**config.mk**
```make
export PLATFORM = sky130hd
export DESIGN_NAME = qr_recon
export DESIGN_NICKNAME = d
export VERILOG_FILES = /design/src/rtl/qr_recon_pkg.sv /design/src/rtl/qr_recon_mac.sv /design/src/rtl/qr_recon.sv
export SDC_FILE = /design/constraint.sdc
export NUM_CORES = 1
export LEC_CHECK = 0
export CAP_MARGIN = 25
export CORE_MARGIN = 3
export CORE_UTILIZATION = 55
export CTS_CLUSTER_DIAMETER = 80
export DETAILED_ROUTE_END_ITERATION = 7
export PLACE_DENSITY = 0.78
export REMOVE_ABC_BUFFERS = 1
export SLEW_MARGIN = 20
export SYNTH_ARGS = -nofsm -noshare
export SYNTH_HDL_FRONTEND = slang
export SYNTH_HIERARCHICAL = 1
export SYNTH_SLANG_ARGS = --single-unit
```
**constraint.sdc**
```tcl
create_clock -name clk -period 17.4 [get_ports clk]
set_input_delay 3.48 -clock clk [delete_from_list [all_inputs] [get_ports clk]]
set_output_delay 3.48 -clock clk [all_outputs]
set_load 0.03 [all_outputs]
```
**src/rtl/qr_recon_pkg.sv**
```systemverilog
// Shared widths, FSM encoding and output scaling for the QR reconstruction block.
// Build option: define QR_RECON_ROUND_EN for round-half-up instead of floor.
package qr_recon_pkg;

    localparam int R_W    = 12;
    localparam int Q_W    = 12;
    localparam int A_W    = 8;
    localparam int R_FRAC = 3;
    localparam int Q_FRAC = 10;
    localparam int PROD_W = 24;
    localparam int ACC_W  = 26;
    localparam int N      = 4;

    localparam int SHIFT = R_FRAC + Q_FRAC;

    localparam logic signed [ACC_W-1:0] RND   = ACC_W'(1 << (SHIFT - 1));
    localparam logic signed [ACC_W-1:0] A_MAX = ACC_W'((1 << (A_W - 1)) - 1);
    localparam logic signed [ACC_W-1:0] A_MIN = -A_MAX - ACC_W'(1);

    typedef enum logic [1:0] {
        S_IDLE,
        S_COLLECT,
        S_CAL,
        S_OUTPUT
    } state_t;

    function automatic logic signed [A_W-1:0] sat_scale(
        input logic signed [ACC_W-1:0] s
    );
        logic signed [ACC_W-1:0] v;
`ifdef QR_RECON_ROUND_EN
        v = (s + RND) >>> SHIFT;
`else
        v = s >>> SHIFT;
`endif
        if (v > A_MAX)
            v = A_MAX;
        else if (v < A_MIN)
            v = A_MIN;
        return v[A_W-1:0];
    endfunction

endpackage

```
**src/rtl/qr_recon_mac.sv**
```systemverilog
// Signed multiply-accumulate with clear-on-first-term and scale/saturate output.
// Rounding follows QR_RECON_ROUND_EN through qr_recon_pkg::sat_scale.
module qr_recon_mac
    import qr_recon_pkg::*;
(
    input  logic                 clk,
    input  logic                 rst_n,
    input  logic                 i_en,
    input  logic                 i_clr,
    input  logic signed [Q_W-1:0] i_q,
    input  logic signed [R_W-1:0] i_r,
    output logic signed [A_W-1:0] o_a
);

    logic signed [PROD_W-1:0] w_prod;
    logic signed [ACC_W-1:0]  w_sum;
    logic signed [ACC_W-1:0]  r_acc;

    assign w_prod = i_q * i_r;
    assign w_sum  = (i_clr ? '0 : r_acc) + ACC_W'(w_prod);

    // o_a reflects the sum including this cycle's term
    assign o_a = sat_scale(w_sum);

    always_ff @(posedge clk or negedge rst_n) begin
        if (!rst_n)
            r_acc <= '0;
        else if (i_en)
            r_acc <= w_sum;
    end

endmodule

```
**src/rtl/qr_recon.sv**
```systemverilog
// Rebuilds A = Q * R from a streamed Q-transpose/R pair, one MAC per cycle.
// Build option: QR_RECON_ROUND_EN selects round-half-up scaling.
module qr_recon
    import qr_recon_pkg::*;
(
    input  logic                  clk,
    input  logic                  rst_n,
    input  logic                  in_valid,
    input  logic signed [R_W-1:0] in_r,
    input  logic signed [Q_W-1:0] in_q,
    output logic                  out_valid,
    output logic signed [A_W-1:0] out_a,
    output logic                  busy
);

    state_t r_state;
    state_t w_next;

    logic [5:0] r_cnt;
    logic       w_take;
    logic [3:0] w_e;
    logic [1:0] w_k;
    logic [3:0] w_qi;
    logic [3:0] w_ri;
    logic       w_cal;

    logic signed [R_W-1:0] r_rbuf [16];
    logic signed [Q_W-1:0] r_qbuf [16];
    logic signed [A_W-1:0] r_res  [16];

    logic signed [A_W-1:0] w_mac_a;

    logic                  r_pv;
    logic signed [A_W-1:0] r_pa;
    logic                  r_ov;
    logic signed [A_W-1:0] r_oa;

    assign w_take = in_valid &&
                    (r_state == S_IDLE || r_state == S_COLLECT);
    assign w_cal  = (r_state == S_CAL);
    assign w_e    = r_cnt[5:2];
    assign w_k    = r_cnt[1:0];
    // qt[k][i] and r[k][j] with i = e/4, j = e%4
    assign w_qi   = {w_k, w_e[3:2]};
    assign w_ri   = {w_k, w_e[1:0]};

    always_ff @(posedge clk or negedge rst_n) begin
        if (!rst_n)
            r_state <= S_IDLE;
        else
            r_state <= w_next;
    end

    always_comb begin
        w_next = r_state;
        unique case (r_state)
            S_IDLE:
                if (in_valid) w_next = S_COLLECT;
            S_COLLECT:
                if (in_valid && r_cnt == 6'd15) w_next = S_CAL;
            S_CAL:
                if (r_cnt == 6'd63) w_next = S_OUTPUT;
            S_OUTPUT:
                if (r_cnt == 6'd15) w_next = S_IDLE;
            default:
                w_next = S_IDLE;
        endcase
    end

    always_ff @(posedge clk or negedge rst_n) begin
        if (!rst_n) begin
            r_cnt <= '0;
        end else begin
            unique case (r_state)
                S_IDLE:
                    r_cnt <= in_valid ? 6'd1 : 6'd0;
                S_COLLECT:
                    if (in_valid)
                        r_cnt <= (r_cnt == 6'd15) ? 6'd0 : r_cnt + 6'd1;
                S_CAL:
                    r_cnt <= (r_cnt == 6'd63) ? 6'd0 : r_cnt + 6'd1;
                S_OUTPUT:
                    r_cnt <= (r_cnt == 6'd15) ? 6'd0 : r_cnt + 6'd1;
                default:
                    r_cnt <= '0;
            endcase
        end
    end

    always_ff @(posedge clk or negedge rst_n) begin
        if (!rst_n) begin
            for (int n = 0; n < 16; n++) begin
                r_rbuf[n] <= '0;
                r_qbuf[n] <= '0;
            end
        end else if (w_take) begin
            r_rbuf[r_cnt[3:0]] <= in_r;
            r_qbuf[r_cnt[3:0]] <= in_q;
        end
    end

    qr_recon_mac u_mac (
        .clk   (clk),
        .rst_n (rst_n),
        .i_en  (w_cal),
        .i_clr (w_k == 2'd0),
        .i_q   (r_qbuf[w_qi]),
        .i_r   (r_rbuf[w_ri]),
        .o_a   (w_mac_a)
    );

    always_ff @(posedge clk or negedge rst_n) begin
        if (!rst_n) begin
            for (int n = 0; n < 16; n++)
                r_res[n] <= '0;
        end else if (w_cal && w_k == 2'd3) begin
            r_res[w_e] <= w_mac_a;
        end
    end

    // Two register stages: buffer read, then output flops
    always_ff @(posedge clk or negedge rst_n) begin
        if (!rst_n) begin
            r_pv <= 1'b0;
            r_pa <= '0;
            r_ov <= 1'b0;
            r_oa <= '0;
        end else begin
            r_pv <= (r_state == S_OUTPUT);
            r_pa <= (r_state == S_OUTPUT) ? r_res[r_cnt[3:0]] : '0;
            r_ov <= r_pv;
            r_oa <= r_pv ? r_pa : '0;
        end
    end

    assign out_valid = r_ov;
    assign out_a     = r_oa;
    assign busy      = (r_state == S_CAL) || (r_state == S_OUTPUT);

endmodule

```
Word-level counts from Yosys, hierarchy flattened --
Cells that the tools add are included.
Word-level totals: flip-flop bits (word level) 564, output and inout bits 10, input bits 27, logic and storage cells 122
Cells by class: magnitude comparators 8, $add $sub $neg 2, muxes and demuxes 31, bitwise operators 4, equality and inequality tests 11, reduce and logical (&&, ||, !) cells 10, $mul 1
Operators with widths (count):
- $bwmux 192 | 2
- $bwmux 128 | 1
- $bmux 12 s4 | 2
- $mux 12 | 5
- $mux 8 | 7
- $demux 12 s4 | 1
- $bmux 8 s4 | 1
- $demux 8 s4 | 1
- $add 26x26->26 | 1
- $mux 26 | 1
- $mul 12x12->24 | 1
- $pmux 6 s4 | 1
- $ge 5x5->1 const B | 4
- $not 4->5 | 4
- $mux 6 | 3
- $gt 13x8->1 const B | 1
- $lt 13x8->1 const B | 1
- $lt 5x1->1 const B | 2
- $mux 2 | 4
- $pmux 2 s4 | 1
- $add 6x1->6 const B | 1
- $eq 2x2->1 const B | 3
- $eq 6x4->1 const B | 1
- $eq 6x6->1 const B | 1
- other kinds (8) | 17

Longest topological paths before layout --
Gate-level depths: netlist of run 1.
depth in word-level cells 10, mapped depth 42

Cells and area by module --
The synthesis of run 1 kept the hierarchy.
Modules (own cells, without submodules):
- qr_recon | area each 24053.1 um^2, instances 1, sequential area each 13462.9 um^2, cells each 1509
- qr_recon_mac | area each 7850.0 um^2, instances 1, sequential area each 650.6 um^2, cells each 894

Worst setup path after synthesis of run 1 --
OpenSTA, ideal clock, no wires.
kind register -> register, start register r_cnt[1], end register r_res[112] (netlist bit), cell stages (with the launch flop) 41, period minus slack after synthesis 8.918 ns, arrival 8.793 ns, setup slack 8.482 ns, path through dfrtp_1 -> buf_2 -> buf_2 -> inv_1 -> nor2_1 -> clkbuf_1 -> a22oi_1 -> nand2_1 -> clkbuf_1 -> nand2_1 -> inv_1 -> fa_1 -> inv_1 -> fa_1 -> fa_1 -> inv_1 -> fa_1 -> inv_1 -> [5 not listed] -> o31ai_1 -> nand3_1 -> nand2_1 -> a21oi_1 -> xnor2_1 -> ha_1 -> a21oi_1 -> nand2_1 -> a211o_1 -> a21oi_1 -> o211ai_1 -> and3_1 -> mux2i_1 -> xnor2_1 -> o41ai_2 -> o21ai_1 -> clkbuf_1 -> mux2_4
On the way: longest elaborated chain between the ends 10, elaborated cells on any way between the ends 19, classes of those cells 1 x add/sub; 1 x mul; 2 x order compare; 1 x eq/ne; 10 x mux; 2 x bitwise; 2 x reduce/logical
RTL lines:
- from (decl) | line qr_recon.sv:19 | logic [5:0] r_cnt;
- from (signal assigned) | line qr_recon.sv:76 | r_cnt <= in_valid ? 6'd1 : 6'd0;
- from (signal assigned) | line qr_recon.sv:79 | r_cnt <= (r_cnt == 6'd15) ? 6'd0 : r_cnt + 6'd1;
- from (signal assigned) | line qr_recon.sv:81 | r_cnt <= (r_cnt == 6'd63) ? 6'd0 : r_cnt + 6'd1;
- $not 4->5 (on tied branches) | line qr_recon.sv:107, qr_recon.sv:108
- $bmux 12 s4 (on tied branches) | line qr_recon.sv:107, qr_recon.sv:108
- $mux 12 (on tied branches) (2 in a row) | line qr_recon.sv:107, qr_recon.sv:108
- $mul 12x12->24 | line qr_recon_mac.sv:19 | assign w_prod = i_q * i_r;
- $add 26x26->26 * | line qr_recon_mac.sv:20 | assign w_sum = (i_clr ? '0 : r_acc) + ACC_W'(w_prod);
- $lt 13x8->1 | line qr_recon_pkg.sv:38 | else if (v < A_MIN)
- $mux 8 | line qr_recon_pkg.sv:38
- $mux 8 * | line qr_recon_pkg.sv:36 | if (v > A_MAX)
- named net w_mac_a[0] | line qr_recon.sv:31 | logic signed [A_W-1:0] w_mac_a;
- $bwmux 128 * | line qr_recon.sv:117 | r_res[w_e] <= w_mac_a;
- to (signal, indexed assignment) | line qr_recon.sv:117
- to (decl) | line qr_recon.sv:29 | logic signed [A_W-1:0] r_res [16];
Mark *: on every way through the listed nets, which the timed path passes. The rest lies on a longest branch. The select of a mux whose other input is x is not followed. A chain may end at the register's enable or synchronous reset.

Worst setup path in the final report of run 1 --
start register r_cnt[4], end register r_res[5] (netlist bit)
On the way: longest elaborated chain between the ends 10, elaborated cells on any way between the ends 17, classes of those cells 1 x add/sub; 1 x mul; 4 x order compare; 8 x mux; 2 x bitwise; 1 x reduce/logical
RTL lines:
- $not 4->5 (not written as such) * | line qr_recon.sv:107 | .i_q (r_qbuf[w_qi]),
- $bmux 12 s4 * | line qr_recon.sv:107
- $mux 12 (not written as such) * (2 in a row) | line qr_recon.sv:107
- $mul 12x12->24 * | line qr_recon_mac.sv:19
- $add 26x26->26 * | line qr_recon_mac.sv:20
- $lt 13x8->1 | line qr_recon_pkg.sv:38
- $mux 8 | line qr_recon_pkg.sv:38
- $mux 8 * | line qr_recon_pkg.sv:36
- named net w_mac_a[5] | line qr_recon.sv:31
- $bwmux 128 * | line qr_recon.sv:117
Marked as above.

==> impl_metrics.py, run 1 <==
metrics = {
    "floorplanning": {
        "rows": 87,
        "start_util_pct": 56.04,
        "die_x_um": 246.8,
        "die_area_um2": 60930,
        "io_pins": 37,
        "die_h_um": 246.8,
        "core-area_um2": 56930,
    },
    "global_routing": {
        "grt_first_pass_wirelength_um": 117600,
        "grt_max_degree": 190,
        "antenna_found_initial": 3,
        "grt_pass1_vias": 21292,
        "track_usage_pct": 24.72,
        "grt_overflow": 0,
    },
    "setup_path": {
        "worstReg2RegEnd": "r_res[5]",
        "critPathTopFamily": "compound AO/OA/AOI/OAI gates",
        "max_stage_delay_ns": 0.89,
        "critical_path_arrival_ns": 11.52,
        "crit_top_cell": "inv_1",
        "regToRegSetupSlack_ns": 6.37,
        "path_buf_inv": 6,
        "worst_r2r_path_depth": 36,
        "cp_max_fo": 39,
        "endpoint": "r_res[5]",
        "start_kind": "flop",
        "end_kind": "flop",
        "critPathKind": "flop to flop",
        "cp-startpoint": "r_cnt[4]",
        "cp.required_ns": 17.88,
        "path_depth": 36,
        "worstReg2RegStart": "r_cnt[4]",
        "critPathSlowestCell": "o41ai_2",
    },
    "yosys": {
        "synth_cells": 2403,
        "ys_ff_latch": 564,
        "synth_async_sr_flop_share_pct": 100.0,
        "yosys_most_used_dff": "dfrtp_1",
        "post_synth_num_cell_types": 71,
        "yosysSeqAreaShare_pct": 44.24,
        "syn_area_um2": 31900,
        "avgSynthCellArea_um2": 13.28,
        "yosysWarnings": 6,
        "synth_edf_count": 0,
    },
    "clock_tree": {
        "h-tree-depth": 2,
        "clock_latency_ns": 0.64,
        "cts_setup_buffers": 0,
        "cts_tree": "built",
        "post_cts_resized": 0,
        "numCtsBuffers": 58,
        "clock_path_buffers": 3,
        "cts_hold_buf": 0,
        "root_buffer": "clkbuf_16",
        "cts.sinks": 564,
        "clk_pin_slew_worst_paths_ns": 0.06,
    },
    "detailed_routing": {
        "first_pass_iters": 5,
        "wl_per_cell_um": 23.03,
        "via_count": 19407,
        "initialDrtViolationCount": 1364,
        "via_per_inst": 6.070,
        "totalWireLength_um": 73640,
        "drc": 0,
        "ant_nets": 0,
    },
    "timing": {
        "skew_ns": 0.04656,
        "hold_violations": 0,
        "tightestPinTransition_ns": 1.133,
        "finalMaxSlewViolations": 0,
        "period_needed_ns": 11.03,
        "max_freq_ghz": 0.09063,
        "hold_slack_ns": 0.4543,
        "grt_setup_unrepaired": "false",
        "fin_ws_ns": 6.366,
        "setup_tns_ns": 0,
        "relSlewSlack_pct": 24.22,
        "finalCritPeriodShare_pct": 63.41,
        "finalSetupViolCount": 0,
    },
    "final_layout": {
        "fin_util_pct": 61.76,
        "seqCellArea_um2": 14130,
        "multiInputGateArea_um2": 16510,
        "area_growth_pct": 10.21,
        "n_fill_cell": 4127,
        "drive_above_1_share_pct": 34.78,
        "fin_nets": 2640,
    },
    "placed_design": {
        "place.port_buffers": 36,
        "dp_hpwl_um": 46740,
        "place.gp.congestion": 0.8618,
        "dp_slack_ns": 6.484,
    },
    "run": {
        "cap_violations": 0,
    },
    "worst_hold_path": {
        "hp-class": "flop to flop",
    },
    "run_status": {
        "status": "completed",
    },
}
routing by layer:
metal | vias up | global-route usage [%] | wire (um)
met2 | 565 | 41.37 | 36640
met3 | 141 | 3.633 | 3783
met5 | - | 0 | 13
li1 | 8350 | - | -
met1 | 10349 | 33.47 | 31010
met4 | 2 | 8.149 | 2191
cell families (layout without fill, tap and decap cells):
kind of cell | count (synthesis) | after routing | share of synthesized area (%)
DFF | 564 | 564 | 44.24
other | 0 | 3 | 0
xor gates and xnor gates | 52 | 52 | 1.475
adders and majority gates | 223 | 223 | 12.02
buffers and inverters | 347 | 382 | 4.408
muxes | 668 | 668 | 28.23
and+or+nand+nor | 364 | 364 | 5.495
AOI/OAI and AO/OA | 185 | 185 | 4.134
layout by cell type (no fill, tap or decap), types with 12 or more instances in the layout:
cell and instances:
mux2_2 511, buf_4 19, ha_1 83, o21ai_0 22
nor2b_1 21, fa_1 139, dfrtp_1 559, a21oi_1 34
clkinv_2 16, mux2i_1 13, a22oi_1 64, mux4_2 128
nand2b_1 12, xor2_1 15, clkdlybuf4s50_1 35, nor2_1 57
and2_1 57, nor2_4 12, xnor2_1 35, clkbuf_16 58
inv_1 198, mux2_4 16, nand2_1 148
stage by stage:
step	instances	area, um2
finish	3197	35160
global route	3195	35160
CTS	3189	35080
detailed placement	3081	33120
global placement	3069	32870
floorplan	2256	31250
flip-flops by register name, summed over array words and instances, names as in the netlist:
signal       count
r_qbuf         192
r_rbuf         192
r_res          128
u_mac/r_acc     26
out_a            8
r_pa             8
r_cnt            6
r_state          2
out_valid        1
r_pv             1
synth_stat cells, types with 3 or more instances:
cell type	count	area, um2
nand4_1	5	31.28
a21oi_1	34	170.2
o211ai_1	6	45.04
o21ai_1	9	45.04
or3_1	5	31.28
buf_1	6	22.52
a31oi_1	3	18.77
o31ai_1	4	30.03
o21a_1	5	37.54
ha_1	84	1051
dfrtp_1	564	14110
nand2_1	148	555.5
nor3_1	8	40.04
o21bai_1	3	22.52
xor2_1	15	131.4
mux4_2	128	2883
and3_1	3	18.77
clkbuf_1	80	300.3
buf_6	4	45.04
nand3_1	8	40.04
buf_2	56	280.3
mux2_4	16	240.2
a211oi_1	5	37.54
nor2_2	6	37.54
nor2b_1	21	131.4
xnor2_1	35	306.5
inv_1	198	743.2
mux2i_1	13	130.1
nor2_1	73	274.0
nand2b_1	12	75.07
a22oi_1	64	480.5
mux2_2	511	5754
o21ai_0	22	110.1
and2_1	57	356.6
a21o_1	5	37.54
nor3_2	5	50.05
fa_1	139	2783
worst min path at each step:
stage                 start        end  cells past startpoint
global route        r_pa[5]   out_a[5]                      1
detailed placement  r_pa[4]   out_a[4]                      1
global placement    r_pa[4]   out_a[4]                      1
CTS                 r_pa[4]   out_a[4]                      1
finish              r_pa[4]   out_a[4]                      1
floorplan              r_pv  out_valid                      0
cell type report:
cell class	count	share of cell area, %
well taps	756	2.690
inverters	200	2.135
flip-flops and latches	564	40.18
clock inverters	34	1.021
clock buffers	74	4.555
diodes	3	0.02135
repair buffers	74	2.441
multi-input cells	1492	46.96
Power of run 1 is left out: the tool's default activity adds up to more than one toggle a clock period on the data nets, which glitch-free logic cannot reach.
==> inputs of run 2 (changes only) <==
==> constraint.sdc (replaced) <==
create_clock -name clk -period 11.4 [get_ports clk]
set_input_delay 2.28 -clock clk [delete_from_list [all_inputs] [get_ports clk]]
set_output_delay 2.28 -clock clk [all_outputs]
set_load 0.03 [all_outputs]
==> run 2 against run 1 <==
Compared with the run above:
- flip-flop and latch count unchanged
- cell area up 0.24%
- non-clock buffer count grew 5
- cell count is 0.13% higher
- core utilization is 0.15 points higher
- global-route usage rose by 0.21 points
- register-to-register slack got worse by 5.5 ns
- critical path type unchanged
- largest cell class unchanged
- highest routed layer is now met4
==> impl_metrics.py, run 2 (same netlist as run 1, synthesis figures left out) <==
metrics = {
    "timing": {
        "tightestPinTransition_ns": 1.070,
        "finalCritPeriodShare_pct": 92.75,
        "grt_setup_unrepaired": "false",
        "finalSetupViolCount": 0,
        "period_needed_ns": 10.57,
        "hold_violations": 0,
        "finalMaxSlewViolations": 0,
        "max_freq_ghz": 0.09457,
        "skew_ns": 0.04918,
        "relSlewSlack_pct": 28.51,
        "setup_tns_ns": 0,
    },
    "clock_tree": {
        "root_buffer": "clkbuf_16",
        "h-tree-depth": 2,
        "clock_path_buffers": 3,
        "cts.sinks": 564,
        "post_cts_resized": 0,
        "clock_latency_ns": 0.63,
        "cts_tree": "built",
        "clk_pin_slew_worst_paths_ns": 0.06,
        "numCtsBuffers": 57,
    },
    "setup_path": {
        "cp.required_ns": 11.87,
        "cp-startpoint": "r_cnt[2]",
        "worstReg2RegStart": "r_cnt[2]",
        "path_buf_inv": 5,
        "start_kind": "flop",
        "critPathKind": "flop to flop",
        "cp_max_fo": 36,
        "critPathTopFamily": "compound AO/OA/AOI/OAI gates",
        "max_stage_delay_ns": 0.90,
        "end_kind": "flop",
        "critPathSlowestCell": "dfrtp_4",
        "critical_path_arrival_ns": 11.04,
        "crit_top_cell": "fa_1",
    },
    "floorplanning": {
        "die_area_um2": 60930,
        "rows": 87,
        "io_pins": 37,
        "core-area_um2": 56930,
        "start_util_pct": 56.04,
        "die_h_um": 246.8,
        "die_x_um": 246.8,
    },
    "global_routing": {
        "grt_pass1_vias": 21427,
        "antenna_found_initial": 1,
        "grt_first_pass_wirelength_um": 118300,
        "track_usage_pct": 24.92,
        "grt_overflow": 0,
        "grt_max_degree": 136,
    },
    "detailed_routing": {
        "via_count": 19410,
        "initialDrtViolationCount": 1227,
        "ant_nets": 0,
        "wl_per_cell_um": 23.00,
        "wl_met2_um": 36250,
        "totalWireLength_um": 73610,
        "drc": 0,
        "via_per_inst": 6.064,
        "wl_met1_um": 30860,
        "highest_layer": "met4",
        "dr_wl_met3_um": 3925,
        "first_pass_iters": 5,
    },
    "final_layout": {
        "fin_util_pct": 61.91,
        "fin_nets": 2644,
        "area_growth_pct": 10.48,
        "final_cell_mix": "dfrtp_1, mux2_2, inv_1",
        "final_common_cell": "dfrtp_1",
        "n_fill_cell": 4105,
        "reg_top3": "r_qbuf (192), r_rbuf (192), r_res (128)",
        "drive_above_1_share_pct": 34.79,
    },
    "placed_design": {
        "dp_hpwl_um": 47630,
        "place.gp.congestion": 0.8589,
        "place.port_buffers": 36,
    },
    "worst_hold_path": {
        "hold_start": "r_pa[7]",
        "hp-class": "flop to flop",
    },
    "run_status": {
        "status": "completed",
    },
    "run": {
        "cap_violations": 0,
    },
}
[run 2: cell types whose count changed in the layout (fill, tap and decap cells not counted), sizes merged]
cell / delta
buf: +5
clkinvlp: -4
inv: -2
clkbuf: +7
diode: -1
clkinv: -1
[run 2: final timing paths]
check                            endpoint  slack, ns  cells after the start
max in group asynchronous  u_mac/r_acc[1]       7.27                      3
max                             r_res[72]       0.83                     34
min reg2reg                      out_a[7]       0.45                      1
max reg2reg                     r_res[72]       0.83                     34
min in group asynchronous     r_rbuf[113]       1.79                      1
min                              out_a[7]       0.45                      1
[run 2: through the flow]
step | hold slack, ns | cell area (um2) | instances | worst slack [ns]
final | 0.4533 | 35250 | 3201 | 0.8263
after global routing | 0.4700 | 35240 | 3199 | 0.02395
after CTS | 0.4566 | 35140 | 3194 | 0.7320
after detailed placement | 0.4405 | 33190 | 3086 | 0.7488
after global placement | 0.4401 | 32940 | 3075 | 1.006
after floorplan | 0.4310 | 31250 | 2256 | 1.011
[run 2: metal layers]
metal / global-route usage (%) / up-vias
li1: - / 8351
met1: 32.80 / 10258
met2: 41.70 / 621
met3: 4.305 / 180
met4: 9.444 / 0
met5: 0 / -
[run 2: final cells by class]
type                    instances  area, um2  area share [%]
clock buffers                  81       1657           4.700
repair buffers                 79      953.4           2.705
multi-input cells            1492      16510           46.85
clock inverters                27      295.3          0.8378
flip-flops and latches        564      14130           40.08
well taps                     756      945.9           2.684
inverters                     200      750.7           2.130
diodes                          2      5.005         0.01420
[run 2: timing repair]
action | 4_1_cts | 5_1_grt
buffers inserted | 0 | 1
hold buffers | 0 | 0
setup endpoints to repair | 0 | 50
Power of run 2 is left out for the same reason.
